**config.mk**
```make
export PLATFORM = sky130hd
export DESIGN_NAME = frame_buffer_reader
export DESIGN_NICKNAME = d
export VERILOG_FILES = /design/src/rtl/frame_buffer_reader.sv
export SDC_FILE = /design/constraint.sdc
export NUM_CORES = 1
export LEC_CHECK = 0
export BUFFER_PORTS_ARGS = -buffer_cell sky130_fd_sc_hd__buf_4
export CAP_MARGIN = 5
export CORE_UTILIZATION = 55
export CTS_BUF_LIST = sky130_fd_sc_hd__clkbuf_16
export CTS_CLUSTER_SIZE = 10
export DETAILED_ROUTE_END_ITERATION = 16
export GPL_ROUTABILITY_DRIVEN = 1
export PLACE_DENSITY = 0.74
export SYNTH_ARGS = -nofsm -noshare
export SYNTH_HDL_FRONTEND = slang
export SYNTH_SLANG_ARGS = --single-unit
```
**constraint.sdc**
```tcl
create_clock -name clk -period 2.75 [get_ports clk]
set_clock_uncertainty 0.2 [all_clocks]
set_input_delay 0.55 -clock clk [delete_from_list [all_inputs] [get_ports clk]]
set_output_delay 0.55 -clock clk [all_outputs]
set_load 0.01 [all_outputs]
```
**src/rtl/frame_buffer_reader.sv**
```systemverilog
// Display-side triple-buffer client: per frame_start it acquires a read buffer,
// fetches the frame in fixed bursts into a pixel FIFO and releases the buffer.
module frame_buffer_reader #(
    parameter int unsigned FRAME_WIDTH   = 480,
    parameter int unsigned FRAME_HEIGHT  = 272,
    parameter int unsigned BURST_LEN     = 32,
    parameter int unsigned ADDR_WIDTH    = 21,
    parameter int unsigned BUFFER_STRIDE = 'h20000,
    parameter int unsigned FIFO_DEPTH    = 64
) (
    input  logic                  clk,
    input  logic                  reset,
    input  logic                  frame_start,
    output logic                  read_rq_rdy,
    input  logic                  buffer_id_valid,
    input  logic [1:0]            buffer_id,
    output logic                  finalize_rd,
    output logic                  mem_rd_req,
    output logic [ADDR_WIDTH-1:0] mem_rd_addr,
    input  logic                  mem_rd_ack,
    input  logic [15:0]           mem_rd_data,
    input  logic                  mem_rd_data_valid,
    output logic [15:0]           pix_data,
    output logic                  pix_valid,
    input  logic                  pix_ready,
    output logic                  busy,
    output logic                  frame_overrun,
    output logic                  data_error
);
    localparam int unsigned NUM_BURSTS = FRAME_WIDTH * FRAME_HEIGHT / BURST_LEN;
    localparam int unsigned BIW        = $clog2(NUM_BURSTS + 1);
    localparam int unsigned RSW        = $clog2(BURST_LEN + 1);
    localparam int unsigned PW         = $clog2(FIFO_DEPTH);
    localparam int unsigned CW         = $clog2(FIFO_DEPTH + 1);

    typedef enum logic [2:0] {IDLE, REQ_BUF, ISSUE, WAIT_DATA, DRAIN, RELEASE} state_t;

    state_t                state_q, state_d;
    logic [ADDR_WIDTH-1:0] base_q, base_d;
    logic [BIW-1:0]        burst_idx_q, burst_idx_d;
    logic [RSW-1:0]        rsv_q, rsv_d;
    logic [PW-1:0]         wr_ptr_q, wr_ptr_d, rd_ptr_q, rd_ptr_d;
    logic [CW-1:0]         count_q, count_d;
    logic                  read_rq_rdy_q, read_rq_rdy_d;
    logic                  finalize_q, finalize_d;
    logic                  busy_q, busy_d;
    logic                  overrun_q, overrun_d;
    logic                  data_error_q, data_error_d;
    logic [15:0]           mem_q [FIFO_DEPTH];
    logic                  wr_en, rd_en, space_ok;

    // A burst is only requested once the FIFO can absorb all of it.
    assign space_ok    = (32'(count_q) + 32'(rsv_q) + BURST_LEN) <= FIFO_DEPTH;
    assign mem_rd_req  = (state_q == ISSUE) && space_ok;
    assign mem_rd_addr = base_q + ADDR_WIDTH'(burst_idx_q) * ADDR_WIDTH'(BURST_LEN);
    assign pix_valid   = (count_q != '0);
    assign pix_data    = pix_valid ? mem_q[rd_ptr_q] : 16'h0;
    assign read_rq_rdy   = read_rq_rdy_q;
    assign finalize_rd   = finalize_q;
    assign busy          = busy_q;
    assign frame_overrun = overrun_q;
    assign data_error    = data_error_q;

    always_comb begin
        state_d      = state_q;
        base_d       = base_q;
        burst_idx_d  = burst_idx_q;
        rsv_d        = rsv_q;
        wr_en        = mem_rd_data_valid && (state_q == WAIT_DATA);
        rd_en        = pix_valid && pix_ready;
        overrun_d    = frame_start && (state_q != IDLE);
        data_error_d = data_error_q | (mem_rd_data_valid && (state_q != WAIT_DATA));

        case (state_q)
            IDLE:    if (frame_start) state_d = REQ_BUF;
            REQ_BUF: if (buffer_id_valid) begin
                base_d      = ADDR_WIDTH'(32'(buffer_id) * BUFFER_STRIDE);
                burst_idx_d = '0;
                state_d     = ISSUE;
            end
            ISSUE:   if (mem_rd_req && mem_rd_ack) begin
                rsv_d   = RSW'(BURST_LEN);
                state_d = WAIT_DATA;
            end
            WAIT_DATA: if (wr_en) begin
                // The reservation count doubles as the in-burst word counter.
                rsv_d = rsv_q - RSW'(1);
                if (rsv_q == RSW'(1)) begin
                    burst_idx_d = burst_idx_q + BIW'(1);
                    state_d     = (burst_idx_q == BIW'(NUM_BURSTS - 1)) ? DRAIN : ISSUE;
                end
            end
            DRAIN:   if (!pix_valid) state_d = RELEASE;
            RELEASE: state_d = IDLE;
            default: state_d = IDLE;
        endcase

        wr_ptr_d = wr_ptr_q + PW'(wr_en);
        rd_ptr_d = rd_ptr_q + PW'(rd_en);
        case ({wr_en, rd_en})
            2'b10:   count_d = count_q + CW'(1);
            2'b01:   count_d = count_q - CW'(1);
            default: count_d = count_q;
        endcase

        read_rq_rdy_d = (state_d == REQ_BUF);
        finalize_d    = (state_d == RELEASE);
        busy_d        = (state_d != IDLE);
    end

    always_ff @(posedge clk) begin
        if (reset) begin
            state_q       <= IDLE;
            base_q        <= '0;
            burst_idx_q   <= '0;
            rsv_q         <= '0;
            wr_ptr_q      <= '0;
            rd_ptr_q      <= '0;
            count_q       <= '0;
            read_rq_rdy_q <= 1'b0;
            finalize_q    <= 1'b0;
            busy_q        <= 1'b0;
            overrun_q     <= 1'b0;
            data_error_q  <= 1'b0;
        end else begin
            state_q       <= state_d;
            base_q        <= base_d;
            burst_idx_q   <= burst_idx_d;
            rsv_q         <= rsv_d;
            wr_ptr_q      <= wr_ptr_d;
            rd_ptr_q      <= rd_ptr_d;
            count_q       <= count_d;
            read_rq_rdy_q <= read_rq_rdy_d;
            finalize_q    <= finalize_d;
            busy_q        <= busy_d;
            overrun_q     <= overrun_d;
            data_error_q  <= data_error_d;
        end
    end

    always_ff @(posedge clk) begin
        if (wr_en) mem_q[wr_ptr_q] <= mem_rd_data;
    end
endmodule

```
======== Word level (Yosys, flattened, before mapping) ========
Memory sizes are Yosys's and may differ from the RTL's. A register that Yosys moved wholly into a read port is not among the register bits.
Cells that the tools add are included.
word-level totals
  flip-flop bits (word level) ............. 47
  bits in latches ......................... 0
  bits in writable memories ............... 1024
  bits in read-only memories .............. 0
  output and inout bits ................... 44
  logic and storage cells ................. 75
  memories ................................ 1
memories
  name   words  bits a word  rd ports  clocked after Yosys merged registers in  write ports  line  RTL
  mem_q  64     16           1         1                                        1            49    logic [15:0] mem_q [FIFO_DEPTH];
operators by class
  add/subtract/negate cells ............... 9
  $mul .................................... 0
  divide/modulo/power cells ............... 0
  order comparisons ....................... 1
  equal/unequal tests ..................... 15
  shifts and indexed selects .............. 0
  muxes and demuxes ....................... 20
  bitwise logic cells ..................... 1
  reduce and logical (&&, ||, !) cells .... 16
operators with widths
  cell                                                                               count
  12-bit two-way mux                                                                 3
  12-bit one-hot mux with 2 select lines                                             1
  3-bit two-way mux                                                                  7
  19-bit by 17-bit adder with 20-bit output                                          1
  6-bit two-way mux                                                                  3
  16-bit two-way mux                                                                 1
  3-bit one-hot mux with 5 select lines                                              1
  7-bit one-hot mux with 2 select lines                                              1
  12-bit by 1-bit adder with 12-bit output (second input constant)                   1
  6-bit by 1-bit adder with 6-bit output                                             2
  12-bit == test (second input constant)                                             1
  6-bit one-hot mux with 2 select lines                                              1
  8-bit by 6-bit adder with 9-bit output (second input constant)                     1
  9-bit by 7-bit less-or-equal comparator with 1-bit output (second input constant)  1
  7-bit by 6-bit adder with 8-bit output                                             1
  7-bit by 1-bit adder with 7-bit output (second input constant)                     1
  7-bit nonzero test                                                                 1
  7-bit by 1-bit subtractor with 7-bit output (second input constant)                1
  3-bit by 1-bit == test with 1-bit output (second input constant)                   2
  3-bit by 2-bit == test with 1-bit output (second input constant)                   2
  3-bit == test (second input constant)                                              2
  6-bit by 1-bit == test with 1-bit output (second input constant)                   1
  1-bit logical AND                                                                  6
  2-bit nonzero test                                                                 3
  other kinds (13)                                                                   17

======== Longest topological paths before layout ========
Gate-level depths: netlist of the first run.
  depth after elaboration ................. 8
  gate-level depth with buffers ........... 12
  mapped depth without buffers ............ 12

======== Worst setup path after synthesis of the first run ========
Ideal clock, no wire load.
  kind .................................... reg2reg
  from .................................... reg count_q[2]
  to ...................................... reg count_q[4]
  arrival ................................. 2.672 ns
  data required time ...................... 2.479 ns
  slack ................................... -0.193 ns
  cell stages (with the launch flop) ...... 11
  buffers on the path ..................... 0
  cell sequence ........................... dfxtp_1 > nor4_1 > nand2_1 > and2_1 > ha_1 > ha_1 > nor2b_1 > o21a_1 > o21ai_0 > or3b_2 > a21oi_1
between the ends
  word-level cells in the longest chain between the ends .. 4
  elaborated cells on any way between the ends .. 8
  classes of those cells .................. add/sub: 2; eq/ne: 2; mux: 1; reduce/logical: 3
RTL lines
  element                                                                      line  RTL
  start, declared                                                              43    logic [CW-1:0] count_q, count_d;
  start signal, assigned                                                       132   count_q <= count_d;
  7-bit nonzero test (*)                                                       56    assign pix_valid = (count_q != '0);
  named net pix_valid                                                          24    output logic pix_valid,
  1-bit logical AND (*)                                                        70    rd_en = pix_valid && pix_ready;
  2-bit by 1-bit == test with 1-bit output or 2-bit == test (tied branches)    100   case ({wr_en, rd_en})
  7-bit one-hot mux with 2 select lines or 2-bit nonzero test (tied branches)  n/a
Mark *: on every way through the listed nets, which the timed path passes. The rest lies on a longest branch.
A chain may end at the register's enable or synchronous reset.

==> metrics, run 1 <==
WS Path Type=flip-flop to output port; final WL=107000 um; DRC violation total after the first TritonRoute iteration=2665; Root Buffer=clkbuf_16; Final Critical Period=3860 ps; Initial Util=0.559; buffer depth of the longest clock path=3; sequential share of the synthesized area=0.758; cell area after layout=50700 um2; Slew headroom=0.455; Synth Flop Type=edfxtp_1; mapped cell area=41800 um2; Nets=2546; Min-Delay Path Class=input pin to flip-flop; Critical Path AT=3110 ps; share of layout cells above drive strength 1=0.341; CP endpoint kind=output port; clk_lat worst skew=670 ps; Layout Area Growth over Synthesis=21.2%; final core occ=0.677; largest net degree at the start of global routing=65; fin crit share=1.41; CP dominant cell by count=buf_6; commonest non-fill, non-tap cell in the layout=edfxtp_1; CP max stage delay=520 ps; Synth Area in Adders=0.00844; Comb power frac=0.032; Area after DPL=46000 um2; DR WL/cell=30.3 um; mux contribution to synthesized area=0.135; flop2flop setup slack=-130 ps; crit-path cells=buf_12 > buf_6 > mux4_2 > a22o_1 > a2111oi_4 > a21oi_1 > a21o_1 > buf_6; Vias per Instance=6.50; max-cap viol count=0; Max Clk Rate=0.259 GHz; Max Transition Viols Final=0; CTS H-tree lvls=3; clk slew on worst S/H paths=60 ps; most frequent cells in the layout=edfxtp_1 (1024), buf_4 (264), mux4_2 (192); Max IR drop VDD=0.000451 V; GRT overflow=0; antenna violations before repair=1; hold_sp=mem_rd_data_valid; Core Area=74800 um2; FF+latch count, synth=1071; Yosys cell types=59; final setup fails=19; DP HPWL=60700 um; CP required=2000 ps; Worst Hold End=data_error; asr flop ratio synth=0; Slowest cell on crit path=mux4_2; I/O Pins=69; CTS buffer count=117; I/O Buffers=61; Die Area=77100 um2; n_diodes=0; critical path launch point type=flip-flop; cells after synthesis=2111; # fillers=4536; GRT Overall Usage=0.276; main combinational cell family by area after synthesis=multiplexers; vias in the first global route=23.1k; reg2reg end=count_q[6]; r2r startpoint=count_q[2]; CTS tree=done; unrepaired setup endpoints after global routing=true; switching share of power=0.199; overall power=32.4 mW; DIE HEIGHT=278 um; Ys Warns=0; Worst Tran Pin Value=818 ps; WHS=61.5 ps; leakage power=16.3 nW; chip width=278 um; compound-gate portion of the synthesized area=0.0483; failing checks=setup timing; power density cells=639 nW/um2; Routed Antenna Nets=0; Synth Area in XOR/XNOR=0.00524; status=finished, violations left; simple-gate share of the synthesized area=0.0277; # DRC=0; CP max FO=11; EDFF count, synth=1024; Row Count=100; hold depth=4; final worst slack=-1110 ps; Clock Sinks=1071; cells on worst reg2reg path=14; Vias=22.9k; Syn Area/Cell=19.8 um2; RePlAce Congestion=0.847; NetSw=6.45 mW; Int Pwr=25.9 mW; final hold viol count=0; first-pass GRT wire length=153000 um; Clk pwr share=0.415; number of iterations in the first detailed-routing pass=5; Seq pwr share=0.553
## layout make-up
class                           instances  area (um2)  share of cell area
Clock buffer                          119        2980              0.0588
Clock inverter                         51         236             0.00467
Inverter                               17        63.8             0.00126
Multi-Input combinational cell        906       10400               0.204
Sequential cell                      1071       31700               0.626
Tap cell                              969        1210              0.0239
Timing Repair Buffer                  381        4100              0.0808
## synth_stat cells (33+ instances only)
| master | n | area [um2] |
|---|---|---|
| mux4_2 | 192 | 4320 |
| a21oi_1 | 61 | 305 |
| mux2i_1 | 131 | 1310 |
| nor2_1 | 109 | 409 |
| edfxtp_1 | 1024 | 30700 |
| clkbuf_1 | 52 | 195 |
| o22ai_1 | 33 | 206 |
| a211oi_1 | 50 | 375 |
| nand2_1 | 39 | 146 |
| dfxtp_1 | 47 | 941 |
| a22oi_1 | 46 | 345 |
## worst max-delay path, delay by kind of cell, from the launching register on
family | cells | cell delay (ps)
compound gates | 4 | 970
buf+inv | 3 | 500
flops | 1 | 450
mux | 1 | 520
## metrics by stage
| step | cells | setup WS [ps] | setup TNS, ps |
|---|---|---|---|
| finish | 3514 | -1110 | -16920 |
| global route | 3514 | -1180 | -18660 |
| CTS | 3507 | -1080 | -17650 |
| detailed placement | 3307 | -542 | -7540 |
| global placement | 3307 | -529 | -7090 |
| floorplan | 2117 | -17.5 | -17.5 |
## routing by layer
layer | vias up | track usage | wire [um]
li1 | 9451 | - | -
met1 | 11900 | 0.372 | 40600
met4 | 2 | 0.0985 | 3350
met5 | - | 0 | 7
met2 | 1311 | 0.427 | 51300
met3 | 197 | 0.0863 | 11400
## what timing repair did
| action | CTS | global route |
|---|---|---|
| hold buffers | 3 | 0 |
| endpoints found under the setup margin | 20 | 30 |
| resized for setup | 119 | 98 |
| endpoints found under the hold margin | 4 | 0 |
| pin swaps | 23 | 35 |
| setup buffers | 20 | 13 |
| cloned | 7 | 0 |
## worst max-delay path by stage
stage | startpoint | to | slack [ps] | cells after the start
after floorplan | count_q[1] | mem_rd_req | -20 | 9
after global placement | rd_ptr_q[0] | pix_data[3] | -530 | 9
after detailed placement | rd_ptr_q[0] | pix_data[0] | -540 | 7
after CTS | rd_ptr_q[0] | pix_data[12] | -1080 | 9
after global routing | rd_ptr_q[0] | pix_data[5] | -1180 | 8
final | rd_ptr_q[0] | pix_data[5] | -1110 | 8
## kinds of logic after synthesis
family / Yosys count
XOR/XNOR: 25
AND/OR/NAND/NOR: 241
adder cells (fa/ha/maj): 27
buffers and inverters: 140
flip-flops: 1071
other: 1
AO/OA/AOI/OAI: 283
multiplexers: 323
## power by group through the flow
| stage | sequential [mW] | clock [mW] | combinational [mW] |
|---|---|---|---|
| floorplan | 18.2 | 0 | 0.421 |
| CTS | 17.9 | 13.6 | 1.01 |
| finish | 17.9 | 13.4 | 1.04 |
| detailed placement | 18.2 | 0 | 0.909 |
| global route | 17.9 | 14.2 | 1.10 |
| global placement | 18.2 | 0 | 0.872 |
## registers in the layout, summed over array words and instances (netlist names), 2 cells and up
signal / flops
mem_q: 1024
burst_idx_q: 12
count_q: 7
rd_ptr_q: 6
rsv_q: 6
wr_ptr_q: 6
state_q: 3
base_q: 2
Note: power is estimated with default switching activity, not from simulation.
==> run 2, diff against run 1 <==
--- a/config.mk
+++ b/config.mk
@@ -9,2 +9,3 @@
 export CAP_MARGIN = 5
+export CORE_ASPECT_RATIO = 0.6
 export CORE_UTILIZATION = 55
==> constraint.sdc (replaced) <==
create_clock -name clk -period 2.75 [get_ports clk]
set_clock_uncertainty 0.2 [all_clocks]
set_input_delay 0.6875 -clock clk [delete_from_list [all_inputs] [get_ports clk]]
set_output_delay 0.6875 -clock clk [all_outputs]
set_load 0.01 [all_outputs]
==> run 2 against run 1 <==
  * Core utilization increased by 1.2 points
  * Register-to-register slack worse by 240 ps
  * Critical path depth increased by 1
  * Flip-flop and latch count unchanged
  * Non-clock buffer count up 26
  * The flow still finishes with violations (setup timing)
  * Sequential power hardly changed
  * Largest power group unchanged
==> metrics, run 2 (synthesis results as in run 1) <==
share of layout cells above drive strength 1=0.349 (was 0.341); WHS=83.5 ps (was 61.5 ps); commonest non-fill, non-tap cell in the layout=edfxtp_1 (unchanged); I/O Buffers=61 (unchanged); RePlAce Congestion=0.902 (was 0.847); Routed Antenna Nets=0 (unchanged); CP max FO=7 (was 11); fin crit share=1.46 (was 1.41); Cells after DPL=3346 (was 3307); Clock Sinks=1071 (unchanged); I/O Pins=69 (unchanged); Final Non-Filler Cells=3551 (was 3514); first-pass GRT wire length=164000 um (was 153000 um); unrepaired setup endpoints after global routing=true (unchanged); antenna violations before repair=2 (was 1); Initial Util=0.562 (was 0.559); vias in the first global route=23.3k (was 23.1k); Min-Delay Path Class=input pin to flip-flop (unchanged); status=finished, violations left (unchanged); DP HPWL=69200 um (was 60700 um); CP endpoint kind=output port (unchanged); Core Area=74500 um2 (was 74800 um2); DR WL/cell=32.5 um (was 30.3 um); Final Critical Period=4010 ps (was 3860 ps); Nets=2572 (was 2546); Worst Tran Pin Value=1100 ps (was 818 ps); final hold viol count=0 (unchanged); Root Buffer=clkbuf_16 (unchanged); Max Transition Viols Final=0 (unchanged); leakage power=16.5 nW (was 16.3 nW); Die Area=77200 um2 (was 77100 um2); WS Path Type=flip-flop to output port (unchanged); Slew headroom=0.266 (was 0.455); buffer depth of the longest clock path=3 (unchanged); multi-input logic area=10400 um2 (about the same); max-cap viol count=0 (unchanged); clk slew on worst S/H paths=60 ps (about the same); Largest Register=mem_q (unchanged); largest registers=mem_q x1024, burst_idx_q x12, count_q x7 (unchanged); Row Count=77 (was 100); DIE HEIGHT=216 um (was 278 um); setup TNS=-21110 ps (was -16920 ps); largest net degree at the start of global routing=65 (unchanged); most frequent cells in the layout=edfxtp_1 (1024), buf_4 (254), mux4_2 (192) (was edfxtp_1 (1024), buf_4 (264), mux4_2 (192)); final WL=116000 um (was 107000 um); CTS buffer count=117 (unchanged); final setup fails=22 (was 19); GRT Overall Usage=0.305 (was 0.276); power density cells=634 nW/um2 (was 639 nW/um2); Max Clk Rate=0.249 GHz (was 0.259 GHz); # DRC=0 (unchanged); CTS H-tree lvls=3 (unchanged); Max IR drop VDD=0.000603 V (was 0.000451 V); final worst slack=-1260 ps (was -1110 ps); Critical Path AT=3120 ps (was 3110 ps); Vias=23.6k (was 22.9k); CTS tree=done (unchanged); critical path launch point type=flip-flop (unchanged); failing checks=setup timing (unchanged); number of flip-flops in the largest register=1024 (unchanged); FF+latch area=31700 um2 (unchanged); final core occ=0.689 (was 0.677); Vias per Instance=6.65 (was 6.50); number of iterations in the first detailed-routing pass=5 (unchanged); DRC violation total after the first TritonRoute iteration=3823 (was 2665); chip width=358 um (was 278 um); Layout Area Growth over Synthesis=22.7% (was 21.2%); CP required=1860 ps (was 2000 ps); GRT overflow=0 (unchanged); clk_lat worst skew=700 ps (was 670 ps); worst slack, placed=-758 ps (was -542 ps); # fillers=4317 (was 4536)
## run 2: changes by cell type in the layout (fill, tap and decap cells not counted), sizes merged
cell | before | now
buf | 378 | 404
bufbuf | 0 | 1
clkbuf | 119 | 120
clkinv | 3 | 2
diode | 0 | 1
dlygate4sd3 | 3 | 1
inv | 65 | 58
## run 2: critical path, cell delays in order (launching register included)
cell and delay [ps]:
dfxtp_4 370, buf_12 160, buf_12 150, buf_16 160
mux4_2 520, a22o_4 310, a211oi_4 220, a21oi_4 70
a22o_1 300, buf_6 140
## run 2: routing by layer
layer  vias to the layer above  wire length [um]  GRT usage
met1                     12200             45000      0.453
li1                       9501                 -          -
met5                         -               279     0.0269
met2                      1741             49500      0.413
met4                         4              2150     0.0791
met3                       159             18600      0.128
## run 2: worst paths after layout
path                 from           end  slack, ps  cells after the start
max           rd_ptr_q[0]  pix_data[13]      -1260                      9
min          buffer_id[0]    base_q[17]         80                      3
max reg2reg    count_q[2]    count_q[6]       -370                     13
min reg2reg    data_error    data_error        270                      2
## run 2: what timing repair did
item,4_1_cts,5_1_grt
resized for setup,170,76
gates cloned,9,1
pin swaps,50,43
hold buffers,1,0
setup endpoints to repair,22,27
endpoints found under the hold margin,1,0
setup buffers,25,12
## run 2: cell type report
| class | instances | share of cell area |
|---|---|---|
| inverters | 17 | 0.00124 |
| flip-flops and latches | 1071 | 0.618 |
| diodes | 1 | 0.0000488 |
| well taps | 987 | 0.0241 |
| clock buffers | 119 | 0.0580 |
| multi-input cells | 906 | 0.203 |
| repair buffers | 407 | 0.0917 |
| clock inverters | 43 | 0.00392 |
## run 2: report_power, final
part	switching, mW	internal (mW)
sequential	0.00920	17.9
clock	5.91	7.61
combinational	0.677	0.443
total	6.60	25.9
## run 2: through the flow
stage	total power, mW	cell area (um2)
after floorplan	18.7	42000
after global placement	19.1	46400
after detailed placement	19.2	46400
after CTS	32.6	50900
after global routing	33.3	51300
final	32.5	51300
